[config.mk]
export PLATFORM = sky130hd
export DESIGN_NAME = ula_issue_ctrl
export DESIGN_NICKNAME = d
export VERILOG_FILES = /design/src/rtl/ula_pkg.sv /design/src/rtl/ula_fetch_if.sv /design/src/rtl/ula_issue_ctrl.sv
export SDC_FILE = /design/constraint.sdc
export NUM_CORES = 1
export LEC_CHECK = 0
export ABC_AREA = 0
export ABC_CLOCK_PERIOD_IN_PS = 3800
export CAP_MARGIN = 40
export CORE_MARGIN = 10
export CORE_UTILIZATION = 49
export DETAILED_ROUTE_END_ITERATION = 8
export PLACE_DENSITY = 0.94
export SLEW_MARGIN = 5
export SYNTH_ARGS = -nofsm -noshare
export SYNTH_HDL_FRONTEND = slang
export SYNTH_SLANG_ARGS = --single-unit
[constraint.sdc]
create_clock -name clk -period 3.8 [get_ports clk]
set_input_delay 0.38 -clock clk [delete_from_list [all_inputs] [get_ports clk]]
set_output_delay 0.38 -clock clk [all_outputs]
set_load 0.03 [all_outputs]
[src/rtl/ula_pkg.sv]
// Shared types and constants for the ULA issue sequencer.
// Covers FSM states, instruction field positions and flag bit positions.
package ula_pkg;

  localparam int unsigned INSN_W = 16;
  localparam int unsigned OP_W   = 8;
  localparam int unsigned FLAG_W = 4;

  typedef enum logic [2:0] {
    IDLE,
    FETCH,
    FETCH_IMM,
    EXEC,
    WB,
    HALT
  } state_t;

  localparam logic [1:0]      FMT_ARIT = 2'b10;
  localparam logic [OP_W-1:0] OP_HALT  = 8'hFF;

  localparam int unsigned FL_O = 3;
  localparam int unsigned FL_C = 2;
  localparam int unsigned FL_S = 1;
  localparam int unsigned FL_Z = 0;

  localparam int unsigned OP_MSB = 15;
  localparam int unsigned OP_LSB = 8;
  localparam int unsigned RD_MSB = 7;
  localparam int unsigned RD_LSB = 4;
  localparam int unsigned RB_MSB = 3;
  localparam int unsigned RB_LSB = 0;

  // Register-register ops carry fmt=10 in the top two bits of the OP byte.
  function automatic logic is_arit(input logic [OP_W-1:0] op);
    return op[OP_W-1:OP_W-2] == FMT_ARIT;
  endfunction

endpackage

[src/rtl/ula_fetch_if.sv]
// Program-memory fetch port: req/valid handshake and the program counter.
// The address is the registered pc, so it cannot move while a request is open.
module ula_fetch_if
  import ula_pkg::*;
#(
  parameter int unsigned PC_W     = 8,
  parameter int unsigned RESET_PC = 0
) (
  input  logic              clk,
  input  logic              rst_n,
  input  logic              fetch_go,
  input  logic              imem_valid,
  input  logic [INSN_W-1:0] imem_rdata,
  output logic              imem_req,
  output logic [PC_W-1:0]   imem_addr,
  output logic              word_ok,
  output logic [INSN_W-1:0] word
);

  logic            req_q;
  logic [PC_W-1:0] pc_q, pc_d;

  // Valid only counts while a request is open; stale responses fall through.
  assign word_ok   = req_q & imem_valid;
  assign word      = imem_rdata;
  assign imem_req  = req_q;
  assign imem_addr = pc_q;

  always_comb begin
    pc_d = pc_q;
    if (word_ok) pc_d = pc_q + PC_W'(1);
  end

  always_ff @(posedge clk) begin
    if (!rst_n) begin
      req_q <= 1'b0;
      pc_q  <= PC_W'(RESET_PC);
    end else begin
      req_q <= fetch_go;
      pc_q  <= pc_d;
    end
  end

endmodule

[src/rtl/ula_issue_ctrl.sv]
// Multicycle sequencer: fetch, read regfile, drive the ULA, write back and latch flags.
// Operands hold their last EXEC values so the ULA never sees a glitch between instructions.
module ula_issue_ctrl
  import ula_pkg::*;
#(
  parameter int unsigned BITS     = 16,
  parameter int unsigned PC_W     = 8,
  parameter int unsigned RF_AW    = 4,
  parameter int unsigned RESET_PC = 0
) (
  input  logic              clk,
  input  logic              rst_n,
  input  logic              start,
  output logic              busy,
  output logic              halted,
  output logic              imem_req,
  output logic [PC_W-1:0]   imem_addr,
  input  logic [INSN_W-1:0] imem_rdata,
  input  logic              imem_valid,
  output logic [RF_AW-1:0]  rf_ra,
  output logic [RF_AW-1:0]  rf_rb,
  input  logic [BITS-1:0]   rf_da,
  input  logic [BITS-1:0]   rf_db,
  output logic              rf_we,
  output logic [RF_AW-1:0]  rf_wa,
  output logic [BITS-1:0]   rf_wd,
  output logic [BITS-1:0]   ula_a,
  output logic [BITS-1:0]   ula_b,
  output logic [OP_W-1:0]   ula_op,
  input  logic [BITS-1:0]   ula_resu,
  input  logic              ula_o,
  input  logic              ula_c,
  input  logic              ula_s,
  input  logic              ula_z,
  output logic [FLAG_W-1:0] flags
);

  state_t              state_q, state_d;
  logic [INSN_W-1:0]   ir_q, ir_d;
  logic [BITS-1:0]     imm_q, imm_d, res_q, res_d;
  logic [FLAG_W-1:0]   flags_q, flags_d;
  logic [BITS-1:0]     a_hold_q, b_hold_q;
  logic [OP_W-1:0]     op_hold_q;
  logic                busy_q, halted_q, rf_we_q;
  logic                fetch_go, word_ok;
  logic [INSN_W-1:0]   word;
  logic [OP_W-1:0]     ir_op, word_op;
  logic [BITS-1:0]     exec_b;
  logic                in_exec;

  ula_fetch_if #(.PC_W(PC_W), .RESET_PC(RESET_PC)) u_fetch (
    .clk        (clk),
    .rst_n      (rst_n),
    .fetch_go   (fetch_go),
    .imem_valid (imem_valid),
    .imem_rdata (imem_rdata),
    .imem_req   (imem_req),
    .imem_addr  (imem_addr),
    .word_ok    (word_ok),
    .word       (word)
  );

  assign ir_op   = ir_q[OP_MSB:OP_LSB];
  assign word_op = word[OP_MSB:OP_LSB];
  assign in_exec = (state_q == EXEC);
  assign exec_b  = is_arit(ir_op) ? rf_db : imm_q;

  always_comb begin
    state_d  = state_q;
    ir_d     = ir_q;
    imm_d    = imm_q;
    res_d    = res_q;
    flags_d  = flags_q;
    fetch_go = 1'b0;
    unique case (state_q)
      IDLE, HALT: if (start) state_d = FETCH;
      FETCH: begin
        if (word_ok) begin
          ir_d = word;
          if (word_op == OP_HALT)   state_d = HALT;
          else if (!is_arit(word_op)) state_d = FETCH_IMM;
          else                      state_d = EXEC;
        end
      end
      FETCH_IMM: begin
        if (word_ok) begin
          imm_d   = BITS'(word);
          state_d = EXEC;
        end
      end
      EXEC: begin
        res_d = ula_resu;
        // Constant ops leave the flag register untouched.
        if (is_arit(ir_op)) begin
          flags_d[FL_O] = ula_o;
          flags_d[FL_C] = ula_c;
          flags_d[FL_S] = ula_s;
          flags_d[FL_Z] = ula_z;
        end
        state_d = WB;
      end
      WB:      state_d = FETCH;
      default: state_d = IDLE;
    endcase
    fetch_go = (state_d == FETCH) || (state_d == FETCH_IMM);
  end

  always_ff @(posedge clk) begin
    if (!rst_n) begin
      state_q   <= IDLE;
      ir_q      <= '0;
      imm_q     <= '0;
      res_q     <= '0;
      flags_q   <= '0;
      a_hold_q  <= '0;
      b_hold_q  <= '0;
      op_hold_q <= '0;
      busy_q    <= 1'b0;
      halted_q  <= 1'b0;
      rf_we_q   <= 1'b0;
    end else begin
      state_q  <= state_d;
      ir_q     <= ir_d;
      imm_q    <= imm_d;
      res_q    <= res_d;
      flags_q  <= flags_d;
      busy_q   <= (state_d != IDLE) && (state_d != HALT);
      halted_q <= (state_d == HALT);
      rf_we_q  <= (state_d == WB);
      if (in_exec) begin
        a_hold_q  <= rf_da;
        b_hold_q  <= exec_b;
        op_hold_q <= ir_op;
      end
    end
  end

  // Regfile reads are combinational, so the operand path is live only during EXEC.
  assign ula_a  = in_exec ? rf_da  : a_hold_q;
  assign ula_b  = in_exec ? exec_b : b_hold_q;
  assign ula_op = in_exec ? ir_op  : op_hold_q;

  assign rf_ra  = RF_AW'(ir_q[RD_MSB:RD_LSB]);
  assign rf_rb  = RF_AW'(ir_q[RB_MSB:RB_LSB]);
  assign rf_wa  = RF_AW'(ir_q[RD_MSB:RD_LSB]);
  assign rf_wd  = res_q;
  assign rf_we  = rf_we_q;
  assign busy   = busy_q;
  assign halted = halted_q;
  assign flags  = flags_q;

endmodule

==> results of run 1 <==
[stage by stage]
stage                     worst slack (ps)  power (mW)
after CTS                            527.2       2.181
after global routing                 394.3       2.234
after floorplan                       1940       1.264
final                                539.8       2.159
after global placement                1031       1.377
after detailed placement             936.7       1.382
[synthesized netlist by cell type (all sizes together), types with 5 or more instances]
cell / instances
a21boi: 51
dfxtp: 107
nor2b: 6
a21oi: 18
nand4: 5
mux2i: 20
xnor2: 5
nand2: 176
nor2: 20
and2: 49
clkbuf: 18
buf: 27
[final cells by class]
type / instances / area (sq um)
fill: 647 / 2591
inverter: 4 / 15.01
sequential: 107 / 2142
tap: 108 / 135.1
multi-input combinational: 374 / 2073
timing repair buffer: 162 / 1619
clock inverter: 5 / 102.6
clock buffer: 10 / 127.6
[where the power goes]
group | leakage, nW | switching (mW) | internal [mW]
logic | 1.29 | 0.0947 | 0.117
clock network | 0.112 | 0.370 | 0.434
registers | 0.863 | 0.0101 | 1.13
total | 2.26 | 0.475 | 1.68
[cells by family after synthesis]
family,Yosys count,synth area share (%)
AOI/OAI and AO/OA,79,13.56
xor gates and xnor gates,5,0.9784
adders and majority gates,1,0.2795
buffers and inverters,49,5.899
DFF,107,47.86
muxes,20,4.473
and+or+nand+nor,269,26.95
[final timing paths]
kind / startpoint / end / slack (ps) / depth (start not counted)
setup / recovery: state_q[1] / ula_b[15] / 540 / 6
hold / removal: rf_wd[13] / rf_wd[13] / 470 / 2
setup reg to reg: state_q[0] / busy / 1750 / 5
hold reg to reg: rf_wd[13] / rf_wd[13] / 470 / 2
[worst min-delay path: stages (launching register included)]
cell	delay, ps
dfxtp_1	320
nand2_1	50
a21boi_0	60
[state kept, by name, summed over array words and instances, names as in the netlist, 3 cells and up]
signal	count
ir_q	16
a_hold_q	16
imm_q	16
b_hold_q	16
state_q	3
rf_wd	16
u_fetch.imem_addr	8
flags	4
op_hold_q	8
[routing by layer]
| metal | GRT usage [%] | part of all wire [%] | vias to the layer above |
|---|---|---|---|
| li1 | - | - | 1944 |
| met1 | 19.34 | 40 | 1796 |
| met2 | 31.08 | 48 | 131 |
| met3 | 6.977 | 9.8 | 20 |
| met4 | 7.855 | 2.3 | 0 |
| met5 | 0 | 0 | - |
==> impl_metrics.env, run 1 <==
export IMPL_synth_main_ff_cell="dfxtp_1"
export IMPL_hold_violations=0
export IMPL_max_freq_ghz=0.3067
export IMPL_async_flop_share_pct=0
export IMPL_num_rows=34
export IMPL_worstPathMaxFanout=29
export IMPL_overflow=0
export IMPL_synth_edf_count=0
export IMPL_end_kind="output pin"
export IMPL_critPathTopFamily="buffers and inverters"
export IMPL_cts_setup_buffers=0
export IMPL_io_buffer_count=155
export IMPL_drtIter0Drc=260
export IMPL_synthCells=530
export IMPL_drt_first_pass_iters=4
export IMPL_synth_area_sq_um=4476
export IMPL_synth_area_leader_cell="dfxtp_1"
export IMPL_htreeDepth=3
export IMPL_status="complete, no violations"
export IMPL_routedWlPerCell_microns=16.04
export IMPL_yosysSeqAreaShare_pct=47.86
export IMPL_die_area_sq_um=13360
export IMPL_peakVddDrop_mv=0.2119
export IMPL_hold_worst_slack_ps=471.5
export IMPL_slowest_delay_ps=700
export IMPL_antenna_found_initial=0
export IMPL_synth_nets=603
export IMPL_period_minus_slack_ps=3260
export IMPL_grt_start_max_net_pins=63
export IMPL_crit_arrival_ps=2880
export IMPL_synth_area_leaders="dfxtp_1 (48%), nand2_1 (15%), a21boi_0 (8.4%)"
export IMPL_area_growth_pct=38.86
export IMPL_grt_pass1_vias=3914
export IMPL_power_leakage_nw=2.261
export IMPL_globalplace_congestion=0.8015
export IMPL_drive_above_1_share_pct=6.495
export IMPL_grt_setup_unrepaired="no"
export IMPL_tritoncts="done"
export IMPL_powerDensity_nw_per_um2=347.5
export IMPL_ios=156
export IMPL_synth_top_area_share_pct=47.86
export IMPL_clk_pin_slew_ps=90
export IMPL_grt_usage_pct=18.05
export IMPL_clock_skew_ps=12.31
export IMPL_die_w_microns=115.6
export IMPL_ys_seq_elements=107
export IMPL_startpoint_type="flop"
export IMPL_dp_hpwl_microns=9541
export IMPL_max_cap_violations=0
export IMPL_cts_root_buf="clkbuf_8"
export IMPL_syn_area_per_cell_sq_um=8.444
export IMPL_fin_tns_setup_ps=0
export IMPL_worstSetupPathType="flop to output pin"
export IMPL_cts_sinks=107
export IMPL_cp_slowest_cell="clkdlybuf4s50_1"
export IMPL_tightest_slew_ps=847.7
export IMPL_placed_cells=755
export IMPL_path_cells="nor2b_2 -> and2_2 -> buf_4 -> nor2_1 -> a21oi_1 -> clkdlybuf4s50_1"
export IMPL_finalInstanceArea_sq_um=6215
export IMPL_cts_buffers=9
export IMPL_max_slew_margin_pct=43.49
export IMPL_drv_slew=0
export IMPL_num_vias=3891
export IMPL_finalCritPeriodShare_pct=85.80
export IMPL_cts_resized_gates=0
export IMPL_yosysWarnings=0
export IMPL_setup_viol=0
export IMPL_chipHeight_microns=115.6
export IMPL_netlist_cell_type_count=34
export IMPL_grt_pass1_wl_microns=19400
export IMPL_mostFrequentLayoutCells="nand2_1 (176), clkdlybuf4s50_1 (154), dfxtp_1 (107), a21boi_0 (50), and2_1 (48)"
export IMPL_core_area_sq_um=8806
export IMPL_ant_nets=0
export IMPL_vias_per_cell=5.053
export IMPL_drc=0
export IMPL_hold_path_class="flop to flop"
export IMPL_routed_wl_microns=12350
export IMPL_layout_commonest_cell="nand2_1"
export IMPL_clkLatencyLatePin_ps=360
export IMPL_dpl_cell_area_sq_um=5984
export IMPL_crit_required_ps=3420
export IMPL_final_cells=770
export IMPL_finish_net_count=731
export IMPL_path_buf_inv=2
export IMPL_antenna_cells=0
export IMPL_final_util_pct=70.57
export IMPL_initial_core_util_pct=50.82
export IMPL_cts_max_path_buffers=2
export IMPL_hold_buffers=0
(Power assumes the default switching activity.)
==> inputs of run 2 (changes only) <==
--- a/config.mk
+++ b/config.mk
@@ -16,3 +16,4 @@
 export SYNTH_ARGS = -nofsm -noshare
 export SYNTH_HDL_FRONTEND = slang
 export SYNTH_SLANG_ARGS = --single-unit
+export TNS_END_PERCENT = 5
==> results of run 2 <==
Final layout, timing and power as in run 1 (identical DEF).
==> inputs of run 3 (changes only) <==
--- a/config.mk
+++ b/config.mk
@@ -12,7 +12,6 @@
 export CORE_UTILIZATION = 49
 export DETAILED_ROUTE_END_ITERATION = 8
 export PLACE_DENSITY = 0.94
-export SLEW_MARGIN = 5
 export SYNTH_ARGS = -nofsm -noshare
 export SYNTH_HDL_FRONTEND = slang
 export SYNTH_SLANG_ARGS = --single-unit
==> results of run 3 <==
Final layout, timing and power as in run 1 (identical DEF).
